`config.mk`:
```
export PLATFORM = sky130hd
export DESIGN_NAME = sr_ff_bank
export DESIGN_NICKNAME = d
export VERILOG_FILES = /design/src/rtl/sr_ff_bank.sv
export SDC_FILE = /design/constraint.sdc
export NUM_CORES = 1
export LEC_CHECK = 0
export ABC_AREA = 1
export CELL_PAD_IN_SITES_DETAIL_PLACEMENT = 1
export CELL_PAD_IN_SITES_GLOBAL_PLACEMENT = 1
export CORE_ASPECT_RATIO = 1.1
export CORE_MARGIN = 2
export CORE_UTILIZATION = 33
export DETAILED_ROUTE_END_ITERATION = 16
export HOLD_SLACK_MARGIN = 0.1
export PLACE_DENSITY_LB_ADDON = 0.1
export SETUP_SLACK_MARGIN = 0.15
export SYNTH_ARGS = -nofsm -noshare
export SYNTH_HDL_FRONTEND = slang
export SYNTH_SLANG_ARGS = --single-unit
```
`constraint.sdc`:
```
create_clock -name clk -period 3.8 [get_ports clk]
set_clock_uncertainty 0.15 [all_clocks]
set_input_delay 0.57 -clock clk [delete_from_list [all_inputs] [get_ports clk]]
set_output_delay 0.57 -clock clk [all_outputs]
set_load 0.01 [all_outputs]
```
`src/rtl/sr_ff_bank.sv`:
```
// Bank of independent clocked SR flip-flops with a configurable S=R=1 response,
// sticky per-channel conflict flags and a saturating conflict-cycle counter.
module sr_ff_bank #(
  parameter int unsigned WIDTH    = 4,
  parameter int unsigned INV_MODE = 0,
  parameter int unsigned CNT_W    = 8
) (
  input  logic             clk,
  input  logic             reset,
  input  logic             en,
  input  logic [WIDTH-1:0] S,
  input  logic [WIDTH-1:0] R,
  input  logic             clr_flags,
  output logic [WIDTH-1:0] Q,
  output logic [WIDTH-1:0] Q_n,
  output logic [WIDTH-1:0] conflict,
  output logic [CNT_W-1:0] conflict_cnt
);

  localparam logic [CNT_W-1:0] CntMax = '1;

  logic [WIDTH-1:0] q_q, q_d;
  logic [WIDTH-1:0] flag_q, flag_d;
  logic [CNT_W-1:0] cnt_q, cnt_d;
  logic [WIDTH-1:0] both;

  assign both = S & R;

  always_comb begin
    q_d = q_q;
    if (en) begin
      for (int unsigned i = 0; i < WIDTH; i++) begin
        case ({S[i], R[i]})
          2'b10:   q_d[i] = 1'b1;
          2'b01:   q_d[i] = 1'b0;
          2'b11: begin
            case (INV_MODE)
              1:       q_d[i] = 1'b1;
              2:       q_d[i] = 1'b0;
              3:       q_d[i] = ~q_q[i];
              default: q_d[i] = q_q[i];
            endcase
          end
          default: q_d[i] = q_q[i];
        endcase
      end
    end
  end

  // Clear is applied before a same-cycle conflict is recorded.
  always_comb begin
    flag_d = clr_flags ? '0 : flag_q;
    cnt_d  = clr_flags ? '0 : cnt_q;
    if (en && (|both)) begin
      flag_d = flag_d | both;
      if (cnt_d != CntMax) begin
        cnt_d = cnt_d + CNT_W'(1);
      end
    end
  end

  always_ff @(posedge clk) begin
    if (reset) begin
      q_q    <= '0;
      flag_q <= '0;
      cnt_q  <= '0;
    end else begin
      q_q    <= q_d;
      flag_q <= flag_d;
      cnt_q  <= cnt_d;
    end
  end

  assign Q            = q_q;
  assign Q_n          = ~q_q;
  assign conflict     = flag_q;
  assign conflict_cnt = cnt_q;

endmodule

```
# --- Word-level counts from Yosys, hierarchy flattened ---
# Index checks and enable logic that the tools add are counted.
op_classes:
  addsub: 1
  eq_ne: 9
  muxes: 9
  bitwise_logic: 3
  reduce_logical: 10
op_table:
  columns: ["operator", "count"]
  rows:
  - ["$mux W8", 3]
  - ["$add A8 B1 Y8 const B", 1]
  - ["$eq A2 B1 Y1 const B", 4]
  - ["$eq A2 B2 Y1 const B", 4]
  - ["$mux W4", 2]
  - ["$ne A8 B8 Y1 const B", 1]
  - ["$pmux W1 S2", 4]
  - ["$reduce_and A2 Y1", 4]
  - ["$reduce_bool A2 Y1", 4]
  - ["$and A4 B4 Y4", 1]
  - ["$not A4 Y4", 1]
  - ["$or A4 B4 Y4", 1]
  - ["$reduce_or A4 Y1", 1]
  - ["$logic_and A1 B1 Y1", 1]
totals:
  regBits: 16
  out_inout_bits: 20
  wordCells: 38

# --- Longest topological paths before layout ---
# Gate-level depths: netlist of the first run.
logic_depth:
  ltp_word: 4
  depth_mapped: 10
  ltp_nobuf: 10

# --- Worst setup path before layout of the first run ---
# No wires, ideal clock.
synth_path:
  kind: "input to register"
  startpoint: "input R[1]"
  endpoint: "register cnt_q[3], in the netlist conflict_cnt[3]"
  arrival_time_ns: 1.420
  t_required_ns: 3.536
  setup_slack_ns: 2.116
  cell_stages: 9
  path_buffers: 0
  cell_sequence: "ha_1 -> nor2_1 -> nand2_1 -> nand2_1 -> nor2_2 -> nand2_2 -> inv_2 -> nor2_1 -> nor2_2"
synth_via:
  elab_chain_cells: 4
synth_rtl:
  columns: ["element", "line", "source"]
  rows:
  - ["from (decl)", "12", "input logic [WIDTH-1:0] R,"]
  - ["$and A4 B4 Y4", "27", "assign both = S & R;"]
  - ["$reduce_or A4 Y1", "54", "if (en && (|both)) begin"]
  - ["$logic_and A1 B1 Y1", "54", null]
  - ["$mux W8", "54", null]
  - ["to (signal assigned)", "70", "cnt_q <= cnt_d;"]
  - ["to (decl)", "24", "logic [CNT_W-1:0] cnt_q, cnt_d;"]
# Every way passes these cells.
# A chain may end at the register's enable or synchronous reset.

# --- Worst setup path in the final report of the first run ---
layout_path:
  startpoint: "input en"
  endpoint: "register cnt_q[3], in the netlist conflict_cnt[3]"
layout_via:
  elab_chain_cells: 2
layout_rtl:
  columns: ["element", "line", "source"]
  rows:
  - ["from (decl)", "10", "input logic en,"]
  - ["$logic_and A1 B1 Y1", "54", null]
  - ["$mux W8", "54", null]
# Every way passes these cells.

==> metrics.md, run 1 <==
| Metric | Value |
|---|---|
| Synth top cells by count | `nand2_1 (28), inv_1 (21), dfxtp_1 (16), a21oi_1 (13), nor2_1 (12)` |
| Critical Path AT | `2.06 ns` |
| FF-to-FF Start | `conflict_cnt[4]` |
| Slew Limit Fails | `0` |
| Rows | `20` |
| Worst r2r path cells | `10` |
| Remaining global-route overflow | `0` |
| DIE AREA | `3230 um2` |
| Worst path max stage delay | `0.75 ns` |
| H-tree depth | `1` |
| Post-DP HPWL | `1.86 mm` |
| Sink Count | `16` |
| Root Buffer | `clkbuf_4` |
| Peak Freq | `498 MHz` |
| Die Y | `59.4 um` |
| Area Growth Syn to Fin | `41.2%` |
| Vias | `911` |
| Largest net degree at the start of global routing | `15` |
| Synth top area share | `34.8%` |
| Synthesized flop and latch total | `16` |
| Cell area after layout | `1300 um2` |
| Initial core utilization | `34.1%` |
| Overall Global Routing Usage | `16.6%` |
| Min-delay src | `conflict[0]` |
| Largest area contributor in the netlist | `dfxtp_1` |
| Worst Hold Depth | `2` |
| DR DRC count | `0` |
| Max cap viols | `0` |
| Initial antenna violation count | `0` |
| Avg Cell Area, Syn | `7.25 um2` |
| Period utilisation layout | `52.8%` |
| Syn nets | `147` |
| DR vias/cell | `4.72` |
| Clk Latency, worst-skew pair | `0.29 ns` |
| Fill cell count | `350` |
| Post-CTS Hold Buffers | `0` |
| Slowest cell on the critical path | `clkdlybuf4s50_1` |
| Diode count | `0` |
| Wire per inst | `11.7 um` |
| Worst vdd ir | `0.139 mV` |
| Top cells by area, synth | `dfxtp_1 (35%), nand2_1 (11%), ha_1 (11%)` |
| Starting DRT DRC Count | `5` |
| CORE AREA | `2700 um2` |
| GPL Wtd Cong | `0.792` |
| TritonCTS buffer count | `3` |
| Resize count post-CTS | `0` |
| Io pins | `32` |
| Cell area after synthesis | `921 um2` |
| Vias in the first global route | `955` |
| Post-CTS setup buffers | `0` |
| Top_reg_cell synth | `dfxtp_1` |
| Critical path buffers and inverters | `2` |
| Status | `complete, no violations` |
| NumNets Final | `181` |
| CP startpoint kind | `primary input` |
| Final setup TNS | `0 ns` |
| Worst Hold Class | `flip-flop to flip-flop` |
| RSZ-0062 raised after global routing | `no` |
| # setup viols final | `0` |
| R2R Setup Slk | `2.38 ns` |
| CP Capture Type | `flip-flop` |
| 1st-pass router iterations | `4` |
| Synth cell types | `21` |
| Die X | `54.4 um` |
| Worst hold path endpoint | `conflict[0]` |
| Placed instance count | `189` |
| ANT nets after route | `0` |
| Measured slew at the worst slew-check pin | `0.450 ns` |
| Layout cells sized above 1 | `13.1%` |
| PortBufs | `31` |
| Crit Path Max Fanout | `14` |
| Final Routed Wirelength | `2.25 mm` |
| Fin crit period | `2.01 ns` |
| Post-synth ARST share | `0%` |
| Most frequent CP cell | `nand2_1` |
| Reg2Reg Capture Point | `conflict_cnt[3]` |
| Post-route insts no fill | `193` |
| Setup CP Type | `primary input to flip-flop` |
| Cell family with most CP delay | `buffers and inverters` |
| Register area share after synthesis | `34.8%` |
| Ys Warns | `0` |
| Power Dens Cells | `286 nW/um2` |
| Total power draw | `371 uW` |
| Placed Area | `1260 um2` |
| Crit path cell chain | `clkdlybuf4s50_1 > nand2_1 > nor2_2 > nand2_2 > inv_2 > nand2_1 > nand2_1 > nor2_2` |
| Post-synthesis cell count | `127` |
| Global-route wire length before repair | `3.96 mm` |
| Clock slew at reported path FFs | `0.11 ns` |
| Most common cell in the netlist | `nand2_1` |
| Number of synthesized flops with an enable pin | `0` |
| Final hold violation count | `0` |
| CTS tree | `built` |
| Worst Path Required | `3.85 ns` |
| Leak Pwr | `0.542 nW` |
| Maximum root-to-sink buffer count | `2` |
| Max_slew headroom | `69.9%` |
==> through the flow <==
stage               util (%)  worst slack (ns)  hold WS, ns
finish                  48.1              1.79        0.323
detailed placement      46.8              1.45        0.310
floorplan                  -              2.12        0.333
global placement        46.8              1.49        0.303
global route            48.1              1.66        0.355
CTS                     48.1              1.77        0.327
==> metal layers <==
| layer | track usage, % | wire, um | vias to the layer above |
|---|---|---|---|
| li1 | - | - | 463 |
| met4 | 7.50 | 29 | 0 |
| met5 | 0 | 0 | - |
| met1 | 19.0 | 965 | 424 |
| met3 | 2.27 | 80 | 4 |
| met2 | 29.6 | 1180 | 20 |
==> report_power, final <==
| part | total [mW] | switching (mW) | internal (mW) |
|---|---|---|---|
| clock | 0.121 | 0.0625 | 0.0584 |
| sequential | 0.179 | 0.00494 | 0.174 |
| combinational | 0.0716 | 0.0344 | 0.0372 |
==> flip-flops by register name, summed over array words and instances (netlist names) <==
name / cells
Q: 4
conflict_cnt: 8
conflict: 4
==> layout by cell type (no fill, tap or decap), drive strengths merged <==
master,instances
clkbuf,4
inv,25
a311oi,4
clkdlybuf4s50,31
nor2,18
a21oi,14
ha,8
dfxtp,16
nor3,1
o21ai,2
nand4,1
nand3,4
nand2,32
==> logic make-up after synthesis <==
group	synth area share, %
flip-flops	34.8
AND/OR/NAND/NOR	30.0
AO/OA/AOI/OAI	12.9
adder cells (fa/ha/maj)	10.9
buffers and inverters	11.4
==> worst min-delay path, cell delays in order, from the launching register on <==
cell     delay, ns
dfxtp_1       0.33
nand2_1       0.06
a21oi_1       0.05
==> how the worst max path moves through the flow <==
stage	start	to	slack, ns	cells past startpoint
2_1_floorplan	R[1]	conflict_cnt[3]	2.12	9
3_3_place_gp	en	conflict_cnt[3]	1.49	8
3_5_place_dp	en	conflict_cnt[3]	1.45	8
4_1_cts	en	conflict_cnt[3]	1.77	8
5_1_grt	en	conflict_cnt[3]	1.66	8
6_report	en	conflict_cnt[3]	1.79	8
==> cell type report <==
class / instances / area (um2) / share of cell area [%]
clock buffer: 4 / 36.3 / 2.79
inverter: 25 / 96.3 / 7.41
multi-input combinational: 84 / 495 / 38.1
sequential: 16 / 320 / 24.6
tap: 33 / 41.3 / 3.18
timing repair buffer: 31 / 310 / 23.9
Power figures use the tool's default switching activity.
==> run 2: changes to the inputs <==
--- a/config.mk
+++ b/config.mk
@@ -10,7 +10,7 @@
 export CELL_PAD_IN_SITES_GLOBAL_PLACEMENT = 1
 export CORE_ASPECT_RATIO = 1.1
 export CORE_MARGIN = 2
-export CORE_UTILIZATION = 33
+export CORE_UTILIZATION = 27
 export DETAILED_ROUTE_END_ITERATION = 16
 export HOLD_SLACK_MARGIN = 0.1
 export PLACE_DENSITY_LB_ADDON = 0.1
==> constraint.sdc (replaced) <==
create_clock -name clk -period 1.6 [get_ports clk]
set_clock_uncertainty 0.15 [all_clocks]
set_input_delay 0.24 -clock clk [delete_from_list [all_inputs] [get_ports clk]]
set_output_delay 0.24 -clock clk [all_outputs]
set_load 0.01 [all_outputs]
==> run 2 against run 1 <==
Effect of this change: clock-buffer cell count unchanged; final area grew 13%; combinational power rose to 2.6 times the previous value.
==> metrics.md, run 2 (synthesized netlist as in run 1, its figures left out) <==
| Metric | Value |
|---|---|
| Max cap viols | `0 (unchanged)` |
| TritonCTS buffer count | `3 (unchanged)` |
| Area Growth Syn to Fin | `58.8%` |
| Power Dens Cells | `612 nW/um2 (+110%)` |
| Slew Limit Fails | `0 (unchanged)` |
| H-tree depth | `1 (unchanged)` |
| Final hold violation count | `0 (unchanged)` |
| DR DRC count | `0 (unchanged)` |
| Max reg flops | `8 (unchanged)` |
| Period utilisation layout | `85.6%` |
| Root Buffer | `clkbuf_4` |
| Layout cells sized above 1 | `31.6% (+18 points)` |
| DIE AREA | `3890 um2 (+21%)` |
| Clk Latency, worst-skew pair | `0.29 ns (about the same)` |
| Fin crit period | `1.37 ns` |
| Highest routed layer | `met4` |
| DR vias/cell | `4.61 (-2.3%)` |
| DR WL met2 | `1.34 mm (+14%)` |
| Rows | `22 (+10%)` |
| Worst Path Required | `1.21 ns (-2.64 ns)` |
| Overall Global Routing Usage | `14.7% (-1.8 points)` |
| Sink Count | `16 (unchanged)` |
| CTS tree | `built` |
| RSZ-0062 raised after global routing | `yes` |
| Largest net degree at the start of global routing | `13 (-2)` |
| Crit Path Max Fanout | `3 (-11)` |
| Remaining global-route overflow | `0 (unchanged)` |
| Fill cell count | `424 (+21%)` |
| NumNets Final | `195 (+7.7%)` |
| Initial antenna violation count | `0 (unchanged)` |
| Crit path cell chain | `inv_1 > dlygate4sd2_1` |
| Vias in the first global route | `1,032 (+8.1%)` |
| # setup viols final | `0 (unchanged)` |
| Met3 WL | `115 um (+44%)` |
| PortBufs | `31 (unchanged)` |
| Global-route wire length before repair | `4.37 mm (+10%)` |
| Worst vdd ir | `0.267 mV (+92%)` |
| Io pins | `32 (unchanged)` |
| Clock slew at reported path FFs | `0.11 ns (about the same)` |
| Initial core utilization | `27.9% (-6.2 points)` |
| Met1 wire length | `1.03 mm (+6.3%)` |
| CP Capture Type | `output pin` |
| Status | `complete, no violations` |
| Worst path max stage delay | `0.37 ns (-0.38 ns)` |
| GPL Wtd Cong | `0.731 (-7.7%)` |
| Maximum root-to-sink buffer count | `2 (unchanged)` |
| Area of the multi-input gates | `562 um2 (+13%)` |
| Setup CP Type | `flip-flop to output pin` |
| CORE AREA | `3300 um2 (+22%)` |
| Final Routed Wirelength | `2.54 mm (+13%)` |
| Slowest cell on the critical path | `dfxtp_1` |
| Leak Pwr | `0.729 nW (+35%)` |
| Max_slew headroom | `83.7% (+14 points)` |
| ANT nets after route | `0 (unchanged)` |
| Critical Path AT | `0.98 ns (-1.08 ns)` |
| 1st-pass router iterations | `3 (-1)` |
| CP startpoint kind | `flip-flop` |
| Commonest non-fill, non-tap cell in the layout | `dlygate4sd2_1` |
| Diode count | `0 (unchanged)` |
| Most frequent cells in the layout | `dlygate4sd2_1 (25), nand2_1 (24), inv_1 (21)` |
| Placed Area | `1360 um2 (+7.4%)` |
| Wire per inst | `12.1 um (+3.7%)` |
| Die X | `59.7 um (+9.8%)` |
| Starting DRT DRC Count | `14 (+9)` |
| Worst Hold Class | `primary input to flip-flop` |
| Vias | `968 (+6.3%)` |
| Peak Freq | `730 MHz` |
| Final core utilization | `44.3% (-3.8 points)` |
| Post-CTS Hold Buffers | `0 (unchanged)` |
| Sequential Area | `329 um2 (+2.7%)` |
| Measured slew at the worst slew-check pin | `0.245 ns (-0.205 ns)` |
| Die Y | `65.3 um (+9.8%)` |
| Post-DP HPWL | `2.11 mm (+13%)` |
| Cell area after layout | `1460 um2 (+13%)` |
-- run 2: changes by cell type in the layout (fill, tap and decap cells not counted), moves of 3 or more --
cell,delta
buf_4,+14
dlygate4sd2_1,+25
nand2_2,+3
nor2_4,+3
ha_2,+3
dfxtp_2,+7
ha_1,-4
dfxtp_1,-7
nor2_1,-3
clkdlybuf4s50_1,-29
dlymetal6s2s_1,+4
nand2_1,-4
-- run 2: cell type report --
| cell class | count | share of cell area, % |
|---|---|---|
| Tap cell | 36 | 3.08 |
| Sequential cell | 16 | 22.5 |
| Clock buffer | 4 | 2.48 |
| Inverter | 25 | 6.59 |
| Multi-Input combinational cell | 84 | 38.4 |
| Timing Repair Buffer | 45 | 26.9 |
-- run 2: metal layers --
layer | GRT usage (%) | vias to the layer above
met2 | 27.2 | 24
met1 | 15.6 | 450
met4 | 6.94 | 0
met5 | 0 | -
li1 | - | 488
met3 | 2.76 | 6
-- run 2: report_power, final --
group | internal [mW] | switching [mW] | total, mW
registers | 0.414 | 0.0112 | 0.425
logic | 0.0882 | 0.0951 | 0.183
clock network | 0.139 | 0.148 | 0.286
total | 0.641 | 0.254 | 0.895
-- run 2: worst max-delay path, delay by kind of cell (launching register included) --
family,cells,cell delay [ns]
buffers and inverters,2,0.32
DFF,1,0.37
-- run 2: final timing paths --
kind                   start              end  cells past startpoint  slack [ns]
min                     S[1]             Q[1]                      4        0.23
min reg2reg      conflict[2]      conflict[2]                      2        0.31
max reg2reg  conflict_cnt[4]  conflict_cnt[3]                      9        0.27
max                     Q[2]           Q_n[2]                      2        0.23
-- run 2: what timing repair did --
action	in CTS	in global routing
hold endpoints to repair	0	0
pin swaps	8	4
buffers inserted	1	1
gates resized for setup	45	9
endpoints found under the setup margin	28	10
-- run 2: through the flow --
stage	hold slack, ns	cells	setup WS, ns	TNS [ns]	power (mW)
after global routing	0.266	210	0.146	0	0.945
after floorplan	0.277	127	0.246	0	0.510
after global placement	0.301	204	-0.286	-1.87	0.620
final	0.228	210	0.231	0	0.895
after CTS	0.321	209	0.142	0	0.908
after detailed placement	0.307	204	-0.347	-2.47	0.626
